===== src/rtl/aes_pkg.sv =====
// aes_pkg: shared AES state width, byte type, round-stage FSM states and GF(2^8) helpers
package aes_pkg;
  localparam int AES_STATE_W = 128;
  typedef logic [7:0] aes_byte_t;
  typedef enum logic [1:0] {IDLE_S, RUN_S, DONE_S} aes_state_t;
  function automatic aes_byte_t xtime(aes_byte_t x);
    return {x[6:0], 1'b0} ^ (x[7] ? 8'h1b : 8'h00);
  endfunction
  // Constants up to 15 suffice for both MixColumns and InvMixColumns.
  function automatic aes_byte_t gf_mul_const(aes_byte_t x, logic [3:0] k);
    aes_byte_t acc;
    aes_byte_t p;
    acc = '0;
    p = x;
    for (int i = 0; i < 4; i++) begin
      if (k[i]) acc = acc ^ p;
      p = xtime(p);
    end
    return acc;
  endfunction
endpackage


===== src/rtl/mix_columns_word.sv =====
// mix_column_word: combinational single-column (Inv)MixColumns, byte r at a[8r+:8]
module mix_column_word
  import aes_pkg::*;
#(
  parameter bit OP = 1'b1
) (
  input  logic [31:0] a,
  output logic [31:0] s
);
  for (genvar r = 0; r < 4; r++) begin : g_row
    aes_byte_t a0, a1, a2, a3;
    assign a0 = a[8*r+:8];
    assign a1 = a[8*((r+1)%4)+:8];
    assign a2 = a[8*((r+2)%4)+:8];
    assign a3 = a[8*((r+3)%4)+:8];
    assign s[8*r+:8] = OP ? (xtime(a0) ^ xtime(a1) ^ a1 ^ a2 ^ a3)
                          : (gf_mul_const(a0, 4'd14) ^ gf_mul_const(a1, 4'd11) ^
                             gf_mul_const(a2, 4'd13) ^ gf_mul_const(a3, 4'd9));
  end
endmodule


===== src/rtl/mix_columns.sv =====
// mix_columns: iterative AES (Inv)MixColumns round stage, one column per cycle, start/done handshake
module mix_columns
  import aes_pkg::*;
#(
  parameter int WIDTH = AES_STATE_W,
  parameter bit OP    = 1'b1
) (
  input  logic             clk,
  input  logic             rst,
  input  logic [WIDTH-1:0] b,
  input  logic             last_round,
  input  logic             start,
  output logic [WIDTH-1:0] b_mc,
  output logic             done,
  output logic             busy
);
  if (WIDTH != AES_STATE_W) begin : g_bad_width
    $error("mix_columns supports only WIDTH=128");
  end
  aes_state_t       state, state_n;
  logic [1:0]       col_idx;
  logic [WIDTH-1:0] in_reg, tmp;
  logic             byp;
  logic [31:0]      col, col_mix;
  assign col  = in_reg[{col_idx, 5'b0}+:32];
  assign busy = state != IDLE_S;
  mix_column_word #(.OP(OP)) u_word (.a(col), .s(col_mix));
  always_comb begin
    state_n = IDLE_S;
    state_n = (state == IDLE_S) ? (start ? RUN_S : IDLE_S)
            : (state == RUN_S)  ? ((col_idx == 2'd3) ? DONE_S : RUN_S)
            : IDLE_S;
  end
  always_ff @(posedge clk) state <= rst ? IDLE_S : state_n;
  always_ff @(posedge clk) begin
    if (rst) begin
      col_idx <= '0;
      in_reg  <= '0;
      tmp     <= '0;
      byp     <= 1'b0;
      b_mc    <= '0;
      done    <= 1'b0;
    end else begin
      done <= state == DONE_S;
      if (state == IDLE_S && start) begin
        in_reg  <= b;
        byp     <= last_round;
        col_idx <= '0;
      end
      if (state == RUN_S) begin
        tmp[{col_idx, 5'b0}+:32] <= byp ? col : col_mix;
        col_idx <= col_idx + 2'd1;
      end
      if (state == DONE_S) b_mc <= tmp;
    end
  end
endmodule


===== config.mk =====
export PLATFORM = sky130hd
export DESIGN_NAME = mix_columns
export DESIGN_NICKNAME = d
export VERILOG_FILES = /design/src/rtl/aes_pkg.sv /design/src/rtl/mix_columns_word.sv /design/src/rtl/mix_columns.sv
export SDC_FILE = /design/constraint.sdc
export NUM_CORES = 1
export LEC_CHECK = 0
export ABC_AREA = 0
export CAP_MARGIN = 30
export CORE_UTILIZATION = 35
export DETAILED_ROUTE_END_ITERATION = 10
export PLACE_DENSITY = 0.53
export SLEW_MARGIN = 30
export SYNTH_ARGS = -nofsm -noshare
export SYNTH_HDL_FRONTEND = slang
export SYNTH_SLANG_ARGS = --single-unit

===== constraint.sdc =====
create_clock -name clk -period 6.08 [get_ports clk]
set_clock_uncertainty 0.1 [all_clocks]
set_input_delay 1.216 -clock clk [delete_from_list [all_inputs] [get_ports clk]]
set_output_delay 1.216 -clock clk [all_outputs]
set_load 0.03 [all_outputs]

==> results.json <==
{
  "ys_types": 33,
  "cts_hold_buf": 0,
  "antenna_left": 0,
  "antenna_found_initial": 2,
  "async_flop_share": 0,
  "cts_max_path_buffers": 3,
  "h-tree-depth": 2,
  "area_growth_pct": 27.2,
  "syn_nets": 1896,
  "drc_errors": 0,
  "fmax_mhz": 280,
  "io_pins": 262,
  "synth_flop_cell": "dfxtp_1",
  "final_util": 0.451,
  "core_um2": 44200,
  "die_h_um": 214,
  "r2r_setup_slack_ps": 2510,
  "ys_seq_area_frac": 0.498,
  "setup_tns_ps": 0,
  "critPathMaxFanout": 24,
  "diodes": 0,
  "grt_usage": 0.228,
  "die_width_um": 214,
  "p_leak_nw": 6.82,
  "p_switching_w": 0.00154,
  "layout-drive-gt1-share": 0.0683,
  "grt_pass1_wl_mm": 78.6,
  "dieArea_um2": 45600,
  "synth_area_um2": 15700,
  "firstDrtPassIters": 9,
  "io_buffers": 261,
  "slew_headroom": 0.300,
  "grt_most_used_layer": "met2",
  "holdPathEnd": "in_reg[22]$_SDFFE_PP0P_",
  "wire_per_inst_um": 20.7,
  "finalHoldViolations": 0,
  "grt.overflow.total": 0,
  "grt_max_degree": 181,
  "sw_frac_of_total": 0.255,
  "hp-class": "register to register",
  "synth_edf_count": 0,
  "drtIter0Drc": 1412,
  "timing.rr.end": "tmp[78]$_SDFFE_PP0P_",
  "critPathKind": "register to register",
  "comb_power_share": 0.128,
  "crit_arrival_ps": 3970,
  "nNetsFinal": 2057,
  "setup_viol": 0,
  "gp_congestion": 0.854,
  "regToRegStartpoint": "col_idx[0]$_SDFFE_PP0P_",
  "met3_usage": 0.0432,
  "drt_wl_total_mm": 52.5,
  "use_met1": 0.303,
  "clk_transition_reported_paths_ps": 60,
  "vias_per_cell": 5.32,
  "postSynthAreaPerCell_um2": 8.91,
  "clockPowerShare": 0.430,
  "r2r_cells": 6,
  "status": "completed",
  "rows": 77,
  "critPathLaunch": "col_idx[0]$_SDFFE_PP0P_",
  "cts-root-buf": "clkbuf_16",
  "worstSetupStartpointType": "register",
  "initial_utilization": 0.354,
  "cts_buffers": 43,
  "cts_sinks": 390,
  "ys_warn_count": 0,
  "maxCapViolations": 0,
  "p_seq_frac": 0.442,
  "min_period_over_period": 0.588,
  "grt_use_met2": 0.363,
  "hold_depth": 2,
  "worstPathRequired_ps": 6470,
  "hp-start": "in_reg[22]$_SDFFE_PP0P_",
  "cts_resized": 0,
  "intPower_w": 0.00450,
  "peakVddDrop_uv": 167,
  "cts_setup_buffers": 0,
  "netlist_instances": 1758,
  "cts_tree": "done",
  "ys_seq_elements": 390,
  "cellPowerDensity_nw_per_um2": 303,
  "worstSetupEndpointType": "register",
  "drv_slew": 0,
  "worst_pin_slew_ps": 1050,
  "grt_pass1_vias": 12900,
  "insertion_delay_ps": 560,
  "layout_min_cycle_time_ps": 3570,
  "grt_setup_unrepaired": "false",
  "dr_total_vias": 13500,
  "hpwlAfterDp_mm": 36.5
}
## per-stage QoR
step / area [um2] / hold WS (ps) / std cells / total power, W / setup WS [ps]
2_1_floorplan: 15700 / 331 / 1758 / 0.00319 / 3460
3_3_place_gp: 18500 / 339 / 2465 / 0.00348 / 2480
3_5_place_dp: 18500 / 347 / 2465 / 0.00349 / 2440
4_1_cts: 19900 / 355 / 2538 / 0.00609 / 2410
5_1_grt: 19900 / 363 / 2539 / 0.00625 / 2290
6_report: 19900 / 351 / 2539 / 0.00604 / 2510
## how the worst max path moves through the flow
stage,endpoint,slack (ps),cells after the start
after floorplan,tmp[126]$_SDFFE_PP0P_,3460,11
after global placement,in_reg[1]$_SDFFE_PP0P_,2480,5
after detailed placement,tmp[55]$_SDFFE_PP0P_,2440,7
after CTS,tmp[62]$_SDFFE_PP0P_,2410,7
after global routing,tmp[78]$_SDFFE_PP0P_,2290,6
final,tmp[78]$_SDFFE_PP0P_,2510,6
## per-layer routing
| metal | up-vias | share of wire |
|---|---|---|
| met5 | - | 0.00025 |
| met3 | 90 | 0.063 |
| met4 | 2 | 0.036 |
| met2 | 515 | 0.46 |
| li1 | 6415 | - |
| met1 | 6478 | 0.44 |
## cells by family after synthesis
group                    share of synthesized area
XOR/XNOR                                    0.0764
flip-flops                                   0.498
AO/OA/AOI/OAI                                0.174
AND/OR/NAND/NOR                              0.157
buffers and inverters                       0.0425
adder cells (fa/ha/maj)                    0.00479
multiplexers                                0.0466
## cell usage in the layout, fill, tap and decap left out, types with 2 or more instances in the layout
master           count
nor2_4               2
xor2_1              12
xnor2_2              6
bufinv_16            3
nand2_1            524
dfxtp_1            388
nor3_1               2
nor2_2               2
and2_1               4
clkbuf_1            12
inv_1                4
clkbuf_8             8
ha_1                 6
buf_4               10
a21oi_2              4
xor2_2               4
mux4_2              32
a22oi_1             49
xnor3_1             19
nor2_1              89
clkinv_2             5
a222oi_1            80
clkbuf_16           45
a21oi_1            258
and4_1               3
clkdlybuf4s50_1    260
nand4_1              3
o21ai_0             48
xnor2_1             45
xnor2_4              3
nand2b_1             2
## critical path, stage by stage, from the launching register on
cell      delay (ps)
dfxtp_2          660
buf_4            520
mux4_2           710
xnor2_1          540
xor2_1           600
a222oi_1         220
nor2_1           130
## final cells by class
class	count	area [um2]
Fill cell	4282	24300
Clock inverter	8	115
Timing Repair Buffer	272	2710
Multi-Input combinational cell	1208	7260
Sequential cell	390	7810
Clock buffer	65	1280
Inverter	4	15.0
Tap cell	592	741
## power by group through the flow
stage	Sequential [W]	Clock, W	Combinational [W]
detailed placement	0.00273	0	0.000758
CTS	0.00267	0.00265	0.000761
global route	0.00268	0.00276	0.000810
floorplan	0.00270	0	0.000491
global placement	0.00273	0	0.000752
finish	0.00267	0.00260	0.000771
## synthesized netlist by cell type, types with 6 or more instances
library cell,instances,area [um2]
xor2_1,12,105
a22oi_1,49,368
o21ai_0,48,240
xnor3_1,19,428
dfxtp_1,390,7810
nor2_1,93,349
xnor2_2,6,97.6
a21oi_1,262,1310
xnor2_1,45,394
buf_2,16,80.1
ha_1,6,75.1
nand2_1,525,1970
a222oi_1,80,801
mux4_2,32,721
clkbuf_1,128,480
(Power assumes the default switching activity.)
